`config.mk`:
```
export PLATFORM = sky130hd
export DESIGN_NAME = mem_dump_engine
export DESIGN_NICKNAME = d
export VERILOG_FILES = /design/src/rtl/mem_dump_pkg.sv /design/src/rtl/mem_dump_engine.sv
export SDC_FILE = /design/constraint.sdc
export NUM_CORES = 1
export LEC_CHECK = 0
export ABC_AREA = 1
export BUFFER_PORTS_ARGS = -buffer_cell sky130_fd_sc_hd__buf_2
export CELL_PAD_IN_SITES_DETAIL_PLACEMENT = 1
export CELL_PAD_IN_SITES_GLOBAL_PLACEMENT = 2
export CORE_UTILIZATION = 23
export CTS_BUF_LIST = sky130_fd_sc_hd__clkbuf_4 sky130_fd_sc_hd__clkbuf_8
export DETAILED_ROUTE_END_ITERATION = 16
export PLACE_DENSITY_LB_ADDON = 0.1
export SYNTH_ARGS = -nofsm -noshare
export SYNTH_HDL_FRONTEND = slang
export SYNTH_SLANG_ARGS = --single-unit
```
`constraint.sdc`:
```
create_clock -name clk -period 3.25 [get_ports clk]
set_input_delay 0.1625 -clock clk [delete_from_list [all_inputs] [get_ports clk]]
set_output_delay 0.1625 -clock clk [all_outputs]
set_load 0.03 [all_outputs]
```
`src/rtl/mem_dump_pkg.sv`:
```
// Shared types for the data-memory dump sequencer.
// State encoding, a reference beat layout for 32-bit sinks, and the default HALT encoding.
package mem_dump_pkg;

    typedef enum logic [2:0] {
        ST_IDLE = 3'd0,
        ST_READ = 3'd1,
        ST_WAIT = 3'd2,
        ST_OUT  = 3'd3,
        ST_SUM  = 3'd4,
        ST_DONE = 3'd5
    } state_t;

    // Beat layout as seen by a 32-bit UART/trace sink.
    typedef struct packed {
        logic [31:0] addr;
        logic [31:0] data;
        logic        last;
    } beat_t;

    localparam logic [31:0] DEFAULT_HALT_INST = 32'd0;

endpackage

```
`src/rtl/mem_dump_engine.sv`:
```
// mem_dump_engine: on HALT or a manual request, stalls the core, walks the data memory
// from BASE_ADDR upward and streams (addr, data) beats over valid/ready.
// Optional feature macro: DUMP_CHECKSUM_EN -- appends one beat carrying the 32-bit
// modular sum of all dumped words, at address BASE_ADDR + DEPTH*STRIDE.
module mem_dump_engine
    import mem_dump_pkg::*;
#(
    parameter int                DATA_W    = 32,
    parameter int                ADDR_W    = 32,
    parameter int                DEPTH     = 256,
    parameter int                STRIDE    = 4,
    parameter logic [ADDR_W-1:0] BASE_ADDR = '0,
    parameter logic [31:0]       HALT_INST = DEFAULT_HALT_INST
) (
    input  logic              clk,
    input  logic              rst,
    input  logic [31:0]       inst_i,
    input  logic              dump_req_i,
    output logic              cpu_hold_o,
    output logic              mem_rd_en_o,
    output logic [ADDR_W-1:0] mem_addr_o,
    input  logic [DATA_W-1:0] mem_rdata_i,
    output logic              dump_valid_o,
    input  logic              dump_ready_i,
    output logic [ADDR_W-1:0] dump_addr_o,
    output logic [DATA_W-1:0] dump_data_o,
    output logic              dump_last_o,
    output logic              busy_o,
    output logic              done_o
);

    localparam int              IDX_W    = (DEPTH > 1) ? $clog2(DEPTH) : 1;
    localparam logic [IDX_W-1:0] LAST_IDX = IDX_W'(DEPTH - 1);

    typedef struct packed {
        logic [ADDR_W-1:0] addr;
        logic [DATA_W-1:0] data;
        logic              last;
    } dump_beat_t;

    state_t            state_reg, state_next;
    logic [IDX_W-1:0]  idx_reg, idx_next;
    logic [DATA_W-1:0] data_reg, data_next;
    logic              halt_seen_reg, halt_seen_next;
    logic              halt_hit;
    logic              start;
    logic [ADDR_W-1:0] cur_addr;
    dump_beat_t        beat;
    logic              beat_valid;
`ifdef DUMP_CHECKSUM_EN
    logic [31:0]       sum_reg, sum_next;
    logic [ADDR_W-1:0] sum_addr;
    // The checksum beat sits just past the last dumped word (wraps modulo 2^ADDR_W).
    assign sum_addr = BASE_ADDR + ADDR_W'(DEPTH) * ADDR_W'(STRIDE);
`endif

    // A parked core keeps presenting HALT; halt_seen makes that fire only once.
    assign halt_hit = (inst_i == HALT_INST) && !halt_seen_reg;
    assign start    = dump_req_i || halt_hit;
    // Word address wraps silently modulo 2^ADDR_W.
    assign cur_addr = BASE_ADDR + ADDR_W'(idx_reg) * ADDR_W'(STRIDE);

    assign cpu_hold_o   = busy_o;
    assign dump_valid_o = beat_valid;
    assign dump_addr_o  = beat.addr;
    assign dump_data_o  = beat.data;
    assign dump_last_o  = beat.last;

    // State and datapath registers; reset aborts any dump in flight.
    always_ff @(posedge clk or negedge rst) begin
        if (!rst) begin
            state_reg     <= ST_IDLE;
            idx_reg       <= '0;
            data_reg      <= '0;
            halt_seen_reg <= 1'b0;
`ifdef DUMP_CHECKSUM_EN
            sum_reg       <= '0;
`endif
        end else begin
            state_reg     <= state_next;
            idx_reg       <= idx_next;
            data_reg      <= data_next;
            halt_seen_reg <= halt_seen_next;
`ifdef DUMP_CHECKSUM_EN
            sum_reg       <= sum_next;
`endif
        end
    end

    // Next-state logic and all sequencer outputs.
    always_comb begin
        state_next     = state_reg;
        idx_next       = idx_reg;
        data_next      = data_reg;
        halt_seen_next = halt_seen_reg;
`ifdef DUMP_CHECKSUM_EN
        sum_next       = sum_reg;
`endif
        mem_rd_en_o    = 1'b0;
        mem_addr_o     = '0;
        busy_o         = 1'b0;
        done_o         = 1'b0;
        beat_valid     = 1'b0;
        beat           = '0;

        case (state_reg)
            ST_IDLE, ST_DONE: begin
                done_o = (state_reg == ST_DONE);
                if (start) begin
                    state_next     = ST_READ;
                    idx_next       = '0;
                    halt_seen_next = halt_seen_reg || halt_hit;
`ifdef DUMP_CHECKSUM_EN
                    sum_next       = '0;
`endif
                end
            end
            ST_READ: begin
                busy_o      = 1'b1;
                mem_rd_en_o = 1'b1;
                mem_addr_o  = cur_addr;
                state_next  = ST_WAIT;
            end
            ST_WAIT: begin
                // Memory returns data exactly one cycle after the strobe.
                busy_o     = 1'b1;
                data_next  = mem_rdata_i;
                state_next = ST_OUT;
            end
            ST_OUT: begin
                busy_o     = 1'b1;
                beat_valid = 1'b1;
                beat.addr  = cur_addr;
                beat.data  = data_reg;
`ifdef DUMP_CHECKSUM_EN
                beat.last  = 1'b0;
`else
                beat.last  = (idx_reg == LAST_IDX);
`endif
                if (dump_ready_i) begin
`ifdef DUMP_CHECKSUM_EN
                    sum_next = sum_reg + 32'(data_reg);
`endif
                    if (idx_reg == LAST_IDX) begin
`ifdef DUMP_CHECKSUM_EN
                        state_next = ST_SUM;
`else
                        state_next = ST_DONE;
`endif
                    end else begin
                        idx_next   = idx_reg + 1'b1;
                        state_next = ST_READ;
                    end
                end
            end
`ifdef DUMP_CHECKSUM_EN
            ST_SUM: begin
                busy_o     = 1'b1;
                beat_valid = 1'b1;
                beat.addr  = sum_addr;
                beat.data  = DATA_W'(sum_reg);
                beat.last  = 1'b1;
                if (dump_ready_i) begin
                    state_next = ST_DONE;
                end
            end
`endif
            default: begin
                state_next = ST_IDLE;
            end
        endcase
    end

endmodule
```
==> impl_metrics.json, run 1 <==
{
  "multi_input_area_sq_um": 1160,
  "core_sq_um": 11400,
  "syn_inst": 378,
  "leakage_nw": 1.96,
  "met2_usage_pct": 21.0,
  "ys_types": 25,
  "cp.required_ns": 3.09,
  "rsz0062_at_grt": "false",
  "synth_top_family_by_area": "simple AND/OR/NAND/NOR gates",
  "worstMarginPinSlew_ns": 1.05,
  "rows": 39,
  "instances_no_fill": 637,
  "pin_count": 170,
  "status": "finished, final reports clean",
  "start_util_pct": 23.6,
  "drive_above_1_share_pct": 29.2,
  "grt_pass1_wl_mm": 11.7,
  "final_max_slew_viol_count": 0,
  "cts_tree": "built",
  "worstSkewPairLatency_ns": 0.29,
  "max_cap_viol_count": 0,
  "die_y_microns": 110,
  "cpMaxStageDelayCell": "buf_4",
  "antenna_found_initial": 0,
  "rr_endpoint": "idx_reg[0]",
  "syn2layout_area_growth_pct": 23.8,
  "fin_tns_setup_ns": 0,
  "crit_type": "flip-flop to output port",
  "cts.sinks": 44,
  "fillCellCount": 1492,
  "r2r_start": "state_reg[2]",
  "grt_util_met1_pct": 15.2,
  "cts_max_path_buffers": 2,
  "rrSetupSlack_ns": 1.66,
  "cp_data_arrival_time_ns": 1.78,
  "synth.most_common_cell": "nor2_1",
  "cts_root_buffer": "clkbuf_8",
  "final.setup_skew_ns": 0.00718,
  "synth_ff_type": "dfrtp_1",
  "htree_num_levels": 2,
  "grt_pass1_vias": 2443,
  "grtUsageMet3_pct": 4.35,
  "synthXorXnorAreaFrac_pct": 0,
  "hold_class": "primary input to asynchronous set/reset pin",
  "via_per_inst": 3.96,
  "fin_nets": 562,
  "async_reset_ff_share_pct": 100,
  "synthTopCellsByCount": "nor2_1 (114), buf_4 (49), inv_1 (45), dfrtp_1 (44), nand2_1 (43)",
  "die_area_sq_um": 12100,
  "drc": 0,
  "muxShareOfSynthArea_pct": 0,
  "grt.busiest_layer": "met2",
  "hpwl_mm": 5.36,
  "relSlewSlack_pct": 29.9,
  "die_w_microns": 110,
  "r2r_cells": 9,
  "grt_start_max_net_pins": 67,
  "cp_slowest_stage_delay_ns": 0.51,
  "netlist_area_sq_um": 2690,
  "cp_max_fo": 66,
  "place.port_buffers": 121,
  "cts_setup_buffers": 0,
  "final_area_sq_um": 3330,
  "vias": 2520,
  "dp.cells": 629,
  "fin_crit_ns": 1.94,
  "finalHoldViolations": 0,
  "endpoint_kind": "output port",
  "drtIter0Drc": 49,
  "synth_edf_count": 0,
  "dp_slack_ns": 1.59,
  "avgSynthCellArea_sq_um": 7.12,
  "yosysSeqAreaShare_pct": 40.9,
  "synth_seq_cells": 44,
  "yosys.area_share.adder_pct": 0.465,
  "postLayoutCoreUtil_pct": 29.2,
  "synth_compound_area_share_pct": 7.35,
  "p_per_area_nw_per_um2": 886,
  "max_freq_mhz": 515,
  "hold_buffers": 0,
  "cts_resized": 0,
  "placed_area_sq_um": 3250,
  "avgRoutedWirePerCell_microns": 11.5,
  "drt_pass1_iterations": 3,
  "period_share_pct": 59.7,
  "fin_ws_ns": 1.31,
  "overflow": 0,
  "setup_viol": 0,
  "numCtsBuffers": 5,
  "synth_warnings": 0,
  "clk_pin_slew_ns": 0.09,
  "synth.top_cell.area_share_pct": 40.9,
  "place_congestion": 0.685,
  "grt.total_usage_pct": 12.5,
  "regArea_sq_um": 1100,
  "drt_wl_total_mm": 7.31,
  "synth_area_leaders": "dfrtp_1 (41%), nor2_1 (16%), buf_4 (14%), inv_1 (6.3%), a21oi_1 (6.1%)",
  "ir_drop_uv": 363,
  "yosysTopAreaCell": "dfrtp_1",
  "synth_simple_gate_area_share_pct": 28.4,
  "largest_reg_flops": 32,
  "drtAntennaViolNets": 0,
  "cp_cell_sequence": "inv_1, nor2_1, nand2_2, buf_4, nand2_1, buf_2",
  "critPathLaunchType": "flip-flop"
}
[how the worst max path moves through the flow]
stage,start,to,depth (start not counted)
after floorplan,state_reg[2],mem_addr_o[2],5
after global placement,state_reg[1],busy_o,6
after detailed placement,state_reg[1],busy_o,6
after CTS,state_reg[1],busy_o,6
after global routing,state_reg[1],busy_o,6
final,state_reg[1],busy_o,6
[critical path: cells and delay by family (launching register included)]
family / cells / cell delay [ns]
DFF: 1 / 0.42
buffers and inverters: 3 / 0.81
and+or+nand+nor: 3 / 0.25
[metal layers]
layer  up-vias  wire (microns)
met5         -               0
met4         0              36
met3         2             704
met2        84            3400
met1      1157            3170
li1       1277               -
[power breakdown]
part	leakage [nW]	total, mW	switching (mW)	internal, mW
clock network	0.0400	0.344	0.198	0.146
logic	1.41	1.77	1.32	0.450
registers	0.507	0.836	0.0722	0.764
total	1.96	2.95	1.59	1.36
[layout by cell type (no fill, tap or decap), drive strengths merged]
master | netlist | layout
dfrtp | 44 | 44
clkbuf | 2 | 5
buf | 60 | 123
diode | 0 | 1
nand3 | 8 | 8
nand4 | 8 | 8
ha | 1 | 1
inv | 49 | 49
nor3 | 2 | 2
clkinv | 0 | 1
nand2 | 48 | 48
o31ai | 1 | 1
nor3b | 1 | 1
a21oi | 33 | 33
or2 | 1 | 1
clkinvlp | 0 | 1
conb | 1 | 48
o21ai | 5 | 5
nor2 | 114 | 114
[area by class of cell]
type                       count  share of cell area [%]
multi-input combinational    270                    34.8
sequential                    44                    33.0
timing repair buffer         123                    18.6
inverter                      49                    5.60
tap                          143                    5.37
clock buffer                   5                    2.07
clock inverter                 2                   0.376
antenna                        1                  0.0751
[stage by stage]
step	hold slack, ns	total power [mW]
after global placement	0.411	2.65
after detailed placement	0.418	2.67
after global routing	0.103	3.24
after floorplan	-0.133	2.21
final	0.0390	2.95
after CTS	0.0954	3.03
[logic make-up (layout without fill, tap and decap cells)]
| kind of cell | count (synthesis) | count (layout) |
|---|---|---|
| other | 1 | 49 |
| adders and majority gates | 1 | 1 |
| buffers and inverters | 111 | 179 |
| DFF | 44 | 44 |
| and+or+nand+nor | 182 | 182 |
| AOI/OAI and AO/OA | 39 | 39 |
Power figures use the tool's default switching activity.
==> run 2, diff against run 1 <==
ABC_AREA = 0   (was 1)
CORE_UTILIZATION = 24   (was 23)
clock period = 1.9 ns   (was 3.25 ns; I/O delays follow)
==> run 2 against run 1 <==
Net effect:
- sequential share of layout area down 1.2 points
- design area is 4.4% higher
- critical endpoint is now dump_last_o
- wire length is 0.94% higher
- critical path type unchanged
==> impl_metrics.json, run 2 <==
{
  "yosysTopAreaCell": "dfrtp_1",
  "synth.top_cell.area_share_pct": 40.9,
  "fillCellCount": 1308,
  "drtIter0Drc": 53,
  "synth_area_leaders": "dfrtp_1 (41%), buf_4 (14%), mux2_2 (13%), and3_1 (9.7%), and2_1 (2.3%)",
  "clk_pin_slew_ns": 0.09,
  "overflow": 0,
  "fin_crit_ns": 1.76,
  "worstMarginPinSlew_ns": 0.516,
  "hold_ws_ns": 0.0213,
  "place.port_buffers": 121,
  "drtAntennaViolNets": 0,
  "max_freq_mhz": 568,
  "diodes": 0,
  "layout_commonest_cell": "buf_2",
  "cts_tree": "built",
  "max_cap_viol_count": 0,
  "setup_viol": 0,
  "synth_seq_cells": 44,
  "largest_reg_flops": 32,
  "synth.most_common_cell": "buf_4",
  "cts_max_path_buffers": 2,
  "async_reset_ff_share_pct": 100,
  "start_util_pct": 24.8,
  "rsz0062_at_grt": "false",
  "period_share_pct": 92.6,
  "die_area_sq_um": 11700,
  "layout_common_cells": "buf_2 (121), conb_1 (48), and3_1 (42), dfrtp_1 (40), mux2_2 (31)",
  "final.setup_skew_ns": 0.00437,
  "leakage_nw": 1.91,
  "drive_above_1_share_pct": 49.2,
  "finalHoldViolations": 0,
  "synth_warnings": 0,
  "worstSkewPairLatency_ns": 0.30,
  "hold_class": "primary input to flip-flop",
  "cpMaxStageDelayCell": "dfrtp_2",
  "crit_type": "flip-flop to output port",
  "ir_drop_uv": 649,
  "drt_pass1_iterations": 4,
  "critPathLaunchType": "flip-flop",
  "ys_types": 36,
  "relSlewSlack_pct": 65.6,
  "antenna_found_initial": 0,
  "hold_start": "mem_rdata_i[6]",
  "final_max_slew_viol_count": 0,
  "p_per_area_nw_per_um2": 1620,
  "die_y_microns": 108,
  "core_sq_um": 10900,
  "drc": 0,
  "cp_max_fo": 6,
  "grt.total_usage_pct": 13.1,
  "fin_nets": 452,
  "grt_pass1_wl_mm": 11.9,
  "numCtsBuffers": 5,
  "htree_num_levels": 2,
  "crit_start": "idx_reg[0]",
  "synth_edf_count": 0,
  "yosysSeqAreaShare_pct": 40.9,
  "cts.sinks": 44,
  "synth_ff_type": "dfrtp_1",
  "via_per_inst": 4.24,
  "rrSetupSlack_ns": 0.17,
  "power_mw": 5.64,
  "place_congestion": 0.688,
  "pin_count": 170,
  "cpLargestDelayFamily": "simple AND/OR/NAND/NOR gates",
  "avgRoutedWirePerCell_microns": 14.1,
  "netlist_area_sq_um": 2700,
  "syn_inst": 261,
  "hpwl_mm": 5.56,
  "status": "finished, final reports clean",
  "avgSynthCellArea_sq_um": 10.3,
  "endpoint_kind": "output port",
  "cp_cell_sequence": "ha_1, and3_1, nand4_4, inv_1, buf_2",
  "cp_data_arrival_time_ns": 1.66,
  "synthTopCellsByCount": "buf_4 (49), dfrtp_1 (44), and3_1 (42), mux2_2 (31), and2_1 (10)",
  "drt_wl_total_mm": 7.38,
  "grt_pass1_vias": 2287,
  "rows": 38,
  "syn2layout_area_growth_pct": 29.0,
  "cp_slowest_stage_delay_ns": 0.42,
  "cts_root_buffer": "clkbuf_8",
  "grt_start_max_net_pins": 33,
  "vias": 2223,
  "r2r_start": "idx_reg[0]",
  "die_w_microns": 108,
  "fin_tns_setup_ns": 0,
  "cp.required_ns": 1.80,
  "cp_num_buf_inv": 2
}
run 2: where the power goes:
| part | total [mW] | switching (mW) | internal [mW] |
|---|---|---|---|
| Clock | 0.746 | 0.340 | 0.405 |
| Sequential | 1.63 | 0.269 | 1.36 |
| Combinational | 3.27 | 2.02 | 1.25 |
run 2: final timing paths:
| kind | endpoint | cells past startpoint |
|---|---|---|
| max | dump_last_o | 5 |
| min | data_reg[6] | 2 |
| max reg2reg | idx_reg[6] | 6 |
| min reg2reg | data_reg[15] | 1 |
| max in group asynchronous | idx_reg[0] | 3 |
| min in group asynchronous | idx_reg[6] | 2 |
run 2: routing by layer:
metal	track usage (%)	vias to the layer above	wire [microns]
met2	23.0	83	3830
li1	-	1054	-
met5	0	-	0
met1	16.3	1081	3080
met4	3.52	0	66
met3	2.65	5	400
run 2: cell type report:
class / instances / area [sq um] / area share [%]
repair buffers: 132 / 718 / 20.7
flip-flops and latches: 44 / 1110 / 31.8
well taps: 140 / 175 / 5.04
clock buffers: 6 / 76.3 / 2.20
inverters: 7 / 26.3 / 0.756
multi-input cells: 193 / 1340 / 38.5
clock inverters: 2 / 35.0 / 1.01
run 2: per-stage QoR:
| stage | area (sq um) | setup WS (ns) | cells | util [%] |
|---|---|---|---|---|
| after detailed placement | 3320 | 0.0917 | 514 | 30.5 |
| final | 3480 | 0.141 | 524 | 31.9 |
| after CTS | 3460 | 0.0118 | 524 | 31.8 |
| after global routing | 3480 | 0.00499 | 524 | 31.9 |
| after floorplan | 2880 | 0.126 | 308 | - |
| after global placement | 3320 | 0.125 | 514 | 30.5 |
run 2: what timing repair did:
action / 4_1_cts / 5_1_grt
endpoints found under the setup margin: 9 / 42
resized for setup: 3 / 4
hold endpoints to repair: 20 / 0
hold buffers: 2 / 0
buffers inserted: 0 / 0
gates cloned: 0 / 0
run 2: cell families after synthesis:
group,after synthesis,share of synthesized area (%)
adders and majority gates,1,0.464
buffers and inverters,71,17.0
DFF,44,40.9
muxes,33,13.7
other,1,0.139
and+or+nand+nor,91,21.7
AOI/OAI and AO/OA,19,5.80
xor gates and xnor gates,1,0.325
